`config.mk`:
```
export PLATFORM = sky130hd
export DESIGN_NAME = pdm_cic_decimator
export DESIGN_NICKNAME = d
export VERILOG_FILES = /design/src/rtl/pdm_cic_decimator.sv
export SDC_FILE = /design/constraint.sdc
export NUM_CORES = 1
export LEC_CHECK = 0
export ABC_AREA = 1
export CAP_MARGIN = 20
export CORE_ASPECT_RATIO = 0.75
export CORE_MARGIN = 2
export CORE_UTILIZATION = 35
export DETAILED_ROUTE_END_ITERATION = 8
export MAX_ROUTING_LAYER = met4
export PLACE_DENSITY = 0.56
export SLEW_MARGIN = 10
export SYNTH_ARGS = -nofsm -noshare
export SYNTH_HDL_FRONTEND = slang
export SYNTH_SLANG_ARGS = --single-unit
```
`constraint.sdc`:
```
create_clock -name clk -period 38.5 [get_ports clk]
set_clock_uncertainty 0.2 [all_clocks]
set_input_delay 11.55 -clock clk [delete_from_list [all_inputs] [get_ports clk]]
set_output_delay 11.55 -clock clk [all_outputs]
set_load 0.02 [all_outputs]
```
`src/rtl/pdm_cic_decimator.sv`:
```
// Fourth-order CIC decimator for signed 2-bit PDM samples (ratio 2^LOG2_DEC).
// Produces saturated OUT_W-bit PCM once the comb pipeline has settled.
module pdm_cic_decimator #(
  parameter int LOG2_DEC = 6,
  parameter int OUT_W    = 16
) (
  input  logic                    clk,
  input  logic                    rst,
  input  logic                    en_i,
  input  logic [1:0]              pdm_i,
  input  logic                    pdm_val_i,
  output logic signed [OUT_W-1:0] pcm_o,
  output logic                    pcm_val_o,
  output logic                    settled_o
);

  localparam int ACC_W = 2 + 4 * LOG2_DEC;
  localparam int SHIFT = ACC_W - 1 - OUT_W;
  localparam int N_STG = 4;
  localparam logic [2:0] SETTLE_N = 3'd4;
  localparam logic [LOG2_DEC-1:0] CNT_LAST = '1;
  localparam logic signed [ACC_W-1:0] PCM_MAX = ACC_W'((2 ** (OUT_W - 1)) - 1);
  localparam logic signed [ACC_W-1:0] PCM_MIN = ~PCM_MAX;

  logic signed [ACC_W-1:0] x;
  logic signed [ACC_W-1:0] integ [N_STG];
  logic signed [ACC_W-1:0] comb  [0:N_STG];
  logic signed [ACC_W-1:0] dly   [1:N_STG];
  logic                    vld   [0:N_STG];
  logic                    emit  [0:N_STG];
  logic [LOG2_DEC-1:0]     decim_cnt;
  logic [2:0]              settle_cnt;
  logic                    dec_evt;
  logic signed [ACC_W-1:0] shifted;
  logic signed [OUT_W-1:0] pcm_sat;

  // 2'b10 is not a legal PDM code; it must never become -2.
  always_comb begin
    x = '0;
    case (pdm_i)
      2'b01:   x = {{(ACC_W-1){1'b0}}, 1'b1};
      2'b11:   x = '1;
      default: x = '0;
    endcase
  end

  assign dec_evt = pdm_val_i && (decim_cnt == CNT_LAST);

  always_comb begin
    shifted = comb[N_STG] >>> SHIFT;
    if (shifted > PCM_MAX)
      pcm_sat = PCM_MAX[OUT_W-1:0];
    else if (shifted < PCM_MIN)
      pcm_sat = PCM_MIN[OUT_W-1:0];
    else
      pcm_sat = shifted[OUT_W-1:0];
  end

  always_ff @(posedge clk or posedge rst) begin
    if (rst) begin
      for (int k = 0; k < N_STG; k++) integ[k] <= '0;
      for (int k = 0; k <= N_STG; k++) begin
        comb[k] <= '0;
        vld[k]  <= 1'b0;
        emit[k] <= 1'b0;
      end
      for (int k = 1; k <= N_STG; k++) dly[k] <= '0;
      decim_cnt  <= '0;
      settle_cnt <= '0;
      pcm_o      <= '0;
      pcm_val_o  <= 1'b0;
      settled_o  <= 1'b0;
    end else if (!en_i) begin
      for (int k = 0; k < N_STG; k++) integ[k] <= '0;
      for (int k = 0; k <= N_STG; k++) begin
        comb[k] <= '0;
        vld[k]  <= 1'b0;
        emit[k] <= 1'b0;
      end
      for (int k = 1; k <= N_STG; k++) dly[k] <= '0;
      decim_cnt  <= '0;
      settle_cnt <= '0;
      pcm_o      <= '0;
      pcm_val_o  <= 1'b0;
      settled_o  <= 1'b0;
    end else begin
      if (pdm_val_i) begin
        integ[0] <= integ[0] + x;
        for (int k = 1; k < N_STG; k++) integ[k] <= integ[k] + integ[k-1];
        decim_cnt <= decim_cnt + LOG2_DEC'(1);
      end

      // Each event carries a tag saying whether its result may be emitted.
      vld[0]  <= dec_evt;
      emit[0] <= dec_evt && (settle_cnt == SETTLE_N);
      if (dec_evt) begin
        comb[0] <= integ[N_STG-1];
        if (settle_cnt != SETTLE_N) settle_cnt <= settle_cnt + 3'd1;
      end

      for (int k = 1; k <= N_STG; k++) begin
        vld[k]  <= vld[k-1];
        emit[k] <= emit[k-1];
        if (vld[k-1]) begin
          comb[k] <= comb[k-1] - dly[k];
          dly[k]  <= comb[k-1];
        end
      end

      if (vld[N_STG]) pcm_o <= pcm_sat;
      pcm_val_o <= vld[N_STG] && emit[N_STG];
      if (vld[N_STG] && emit[N_STG]) settled_o <= 1'b1;
    end
  end

endmodule

```
* Word level (Yosys, flattened, before mapping)
Index checks and enable logic that the tools add are counted. W data, S select, Z words.
Storage, ports and cells: flip-flop bits (word level) 375, input port bits 6, logic and storage cells 86
Operators by class: add/sub/neg operators 10, reductions and logical operators 4, muxes and demuxes 28, order comparisons 2, equal/unequal tests 14
Operator list (number):
- $mux W104 | 3
- $mux W26 | 9
- $mux W130 | 1
- $add A26 B26 Y26 | 4
- $sub A26 B26 Y26 | 4
- $mux W16 | 4
- $pmux W26 S2 | 1
- $ne A2 B1 Y1 const B | 9
- $gt A17 B16 Y1 const B | 1
- $lt A17 B16 Y1 const B | 1
- $mux W6 | 2
- $mux W5 | 2
- $mux W3 | 3
- $add A6 B1 Y6 const B | 1
- $eq A6 B6 Y1 const B | 1
- $add A3 B1 Y3 const B | 1
- $eq A3 B3 Y1 const B | 1
- $logic_and A1 B1 Y1 | 3
- $mux W1 | 3
- $ne A3 B3 Y1 const B | 1
- $eq A2 B1 Y1 const B | 1
- $eq A2 B2 Y1 const B | 1
- $reduce_and A2 Y1 | 1

* Logic depth before layout (Yosys ltp)
word-level depth 5, gate-level depth with buffers 18

* Worst setup path after synthesis
Ideal clock, no wire load.
kind input-to-reg, start input port pdm_i[0], end register integ[90] (netlist bit), setup slack 25.205 ns, cell stages on the path 18, data required time 38.173 ns, arrival 12.969 ns, setup time 0.127 ns, cell sequence buf_6 > nand2_8 > buf_6 > nand2_1 > nand2_1 > inv_1 > ha_1 > inv_1 > nand2_1 > nand2_1 > o21bai_4 > nand2_1 > nand2_2 > nand2_1 > nand2_1 > nand2_1 > nand3_1 > o21ai_1
Between the ends: longest elaborated chain between the ends 5
Ends and longest elaborated chain:
- from (decl) | RTL line 10 | input logic [1:0] pdm_i,
- $eq A2 B2 Y1 or $eq A2 B1 Y1 (tied branches) | RTL line 40 | case (pdm_i)
- $pmux W26 S2 (*) | RTL line 40
- $add A26 B26 Y26 (*) | RTL line 88 | integ[0] <= integ[0] + x;
- $mux W104 (*) | RTL line 87 | if (pdm_val_i) begin
- $mux W104 (*) | RTL line 73 | end else if (!en_i) begin
- to (decl) | RTL line 26 | logic signed [ACC_W-1:0] integ [N_STG];
Mark *: on every way between the ends. The rest lies on a longest branch, timed or not. The select of a mux whose other input is x is not followed. A chain may end at the register's enable or synchronous reset.

* Final worst setup path
start input port pdm_i[0], end register integ[95] (netlist bit)
Same word-level chain as after synthesis.

==> reports/qor.yml <==
synthesis:
  netlist_area_um2: 25890
  syn-num-nets: 3936
  synth-seq-cells: 366
  ys.flop_type: "dfrtp_1"
  yosys_warnings: 0
  synthCells: 3743
  ys_seq_area_share_pct: 35.38
  syn_area_per_cell_um2: 6.917
  ys_types: 48
  synth_edf_count: 0
  async_flop_share_pct: 100.0
job:
  cap_viol_max_count: 0
clocking:
  cts_resized: 0
  clk_pin_slew_worst_paths_ps: 60
  cts_max_level: 2
  post_cts_buffers: 0
  root_buffer: "clkbuf_16"
  hold_buffers: 0
  insertion_delay_ps: 580
  clk_path_buf_depth: 3
  cts_tree: "done"
  cts_sinks: 366
  numCtsBuffers: 41
drt:
  route.detailed.drc: 0
  viasPerCell: 5.148
  drtIter0Drc: 2371
  drtPass1Iterations: 7
  ant_nets: 0
  vias: 24460
  finalWirelength_um: 77880
  routedWlPerCell_um: 16.39
floorplan:
  num_rows: 86
  die_h_um: 239.5
  start_util_pct: 35.28
  core-area_um2: 73390
  dieArea_um2: 76180
  io_pins: 24
  die_w_um: 318.0
grt:
  grt_pass1_vias: 22240
  track_usage_pct: 20.90
  met1_usage_pct: 33.70
  met2_usage_pct: 27.08
  busiest_layer: "met1"
  grt_pass1_wl_um: 125300
  grt_max_degree: 114
  grt-ovfl-total: 0
  antenna_found_initial: 0
  use_met3_pct: 3.205
placed_design:
  place.gp.congestion: 0.9615
  place.port_buffers: 23
  post-dp-hpwl_um: 59150
min_path:
  min_path_cells: 2
  holdPathEnd: "emit[1]"
  hp-class: "reg -> reg"
  hold_start: "emit[2]"
run_status:
  status: "finished clean"
sta:
  finalHoldViolations: 0
  slew_headroom_pct: 31.87
  worst_pin_slew_ps: 1019
  setup_tns_ps: 0
  rsz0062_at_grt: "no"
  finalMaxSlewViolations: 0
  whs_ps: 239.7
  fmax_mhz: 71.58
  post-route-period-util_pct: 36.28
  finalSetupViolCount: 0
  fin_crit_ps: 13970
power:
  p_leak_nw: 14.81
  peakVddDrop_mv: 0.02404
  pwr_density_cell_nw_per_um2: 31.58
critical_path:
  crit_path_start_kind: "primary input"
  r2r_cells: 13
  critical_path_class: "in -> reg"
  worst_ep_arrival_time_ps: 14230
  reg2reg_to: "comb[70]"
  reg2reg_slack_ps: 35260
  required_ps: 38760
  rr_startpoint: "comb[78]"
  path_max_fanout: 37
  endpoint_kind: "flip-flop"
final_layout:
  nNetsFinal: 3946
  syn_to_final_growth_pct: 10.38
  n_antenna_cell: 0
  drive_above_1_share_pct: 3.938
[cells in the mapped netlist, types with 12 or more instances]
master,number,share of area [%]
nand2_1,1002,15
inv_1,541,7.8
dfrtp_1,366,35
nor2_1,355,5.1
o21ai_0,264,5.1
a21oi_1,243,4.7
nand3_1,214,4.1
ha_1,181,8.7
o22ai_1,165,4.0
clkbuf_1,54,0.78
nand4_1,54,1.3
o21bai_1,38,1.1
nor3_1,34,0.66
o21ai_1,28,0.54
a21o_1,20,0.58
nand2_2,20,0.48
a21boi_0,18,0.52
inv_2,12,0.17
[per-layer routing]
layer	wire, um	up-vias
met3	5584	52
met1	42000	11330
met5	0	-
met4	792	0
met2	29510	710
li1	-	12380
[power breakdown]
| part | switching, W | total (W) | internal (W) | leakage, nW |
|---|---|---|---|---|
| Clock | 0.000171 | 0.000421 | 0.000250 | 0.683 |
| Combinational | 0.0000573 | 0.0000809 | 0.0000236 | 9.04 |
| Sequential | 0.00000881 | 0.000401 | 0.000392 | 5.09 |
[through the flow]
stage | util [%] | instance area, um^2 | cells | power, W | setup slack (ps)
finish | 38.94 | 28570 | 4752 | 0.0009025 | 24530
global placement | 36.94 | 27110 | 4675 | 0.0004873 | 23740
floorplan | - | 25890 | 3743 | 0.0004659 | 16590
detailed placement | 36.95 | 27110 | 4676 | 0.0004880 | 23710
global route | 38.94 | 28570 | 4752 | 0.0009426 | 24220
CTS | 38.86 | 28520 | 4750 | 0.0009155 | 24320
[registers in the layout, indices dropped and copies added (netlist names), 3 cells and up]
register    flops
integ         104
decim_cnt       6
pcm_o          16
comb          121
settle_cnt      3
emit            5
vld             5
dly           104
[kinds of logic (layout without fill, tap and decap cells)]
family	count (synthesis)	count (layout)	share of synthesized area, %
buf+inv	633	674	9.492
compound gates	815	815	17.81
flops	366	366	35.38
xor+xnor	11	11	0.3721
simple gates	1731	1731	27.74
fa+ha+maj	187	187	9.212
[worst max-delay path by stage]
stage	from	to	slack (ps)
finish	pdm_i[0]	integ[95]	24530
global route	pdm_i[0]	integ[90]	24220
CTS	rst	comb[35]	24320
detailed placement	rst	dly[7]	23710
global placement	rst	comb[32]	23740
floorplan	rst	comb[100]	16590
[final cells by class]
| type | count | area (um^2) |
|---|---|---|
| fill | 7909 | 44810 |
| multi-input combinational | 2744 | 14280 |
| sequential | 366 | 9159 |
| inverter | 557 | 2100 |
| tap | 968 | 1211 |
| clock buffer | 57 | 1146 |
| timing repair buffer | 43 | 420.4 |
| clock inverter | 17 | 259.0 |
[critical path, stage by stage]
cell	delay, ps
clkdlybuf4s50_1	460
buf_4	410
nand2_8	250
nand2_2	130
nand2_2	80
nor2_1	240
nand2_1	120
nor2_2	310
nand3_1	290
nand3_1	160
nand2_1	60
nand3_1	80
nand2_1	70
[cells in the final DEF (no fill, tap or decap), types with 6 or more instances in the layout]
master / instances
o21bai_1: 38
and2_1: 6
inv_1: 540
or2_2: 10
a21boi_0: 18
nor4_1: 6
o22ai_1: 165
clkbuf_1: 10
nand4_1: 54
a31oi_1: 6
nor3_1: 34
clkdlybuf4s50_1: 23
fa_1: 6
xnor2_1: 6
buf_4: 18
o21ai_1: 28
nor2_1: 354
bufinv_16: 6
nand2_2: 20
a21oi_1: 243
nor2_2: 10
o21a_1: 9
a32o_1: 6
inv_2: 12
nand3b_1: 10
nand3_1: 214
ha_1: 181
o21ai_0: 264
clkbuf_16: 41
clkbuf_8: 6
dfrtp_1: 366
nand2_1: 1002
a22o_1: 9
a21o_1: 20
Power figures use the tool's default switching activity.
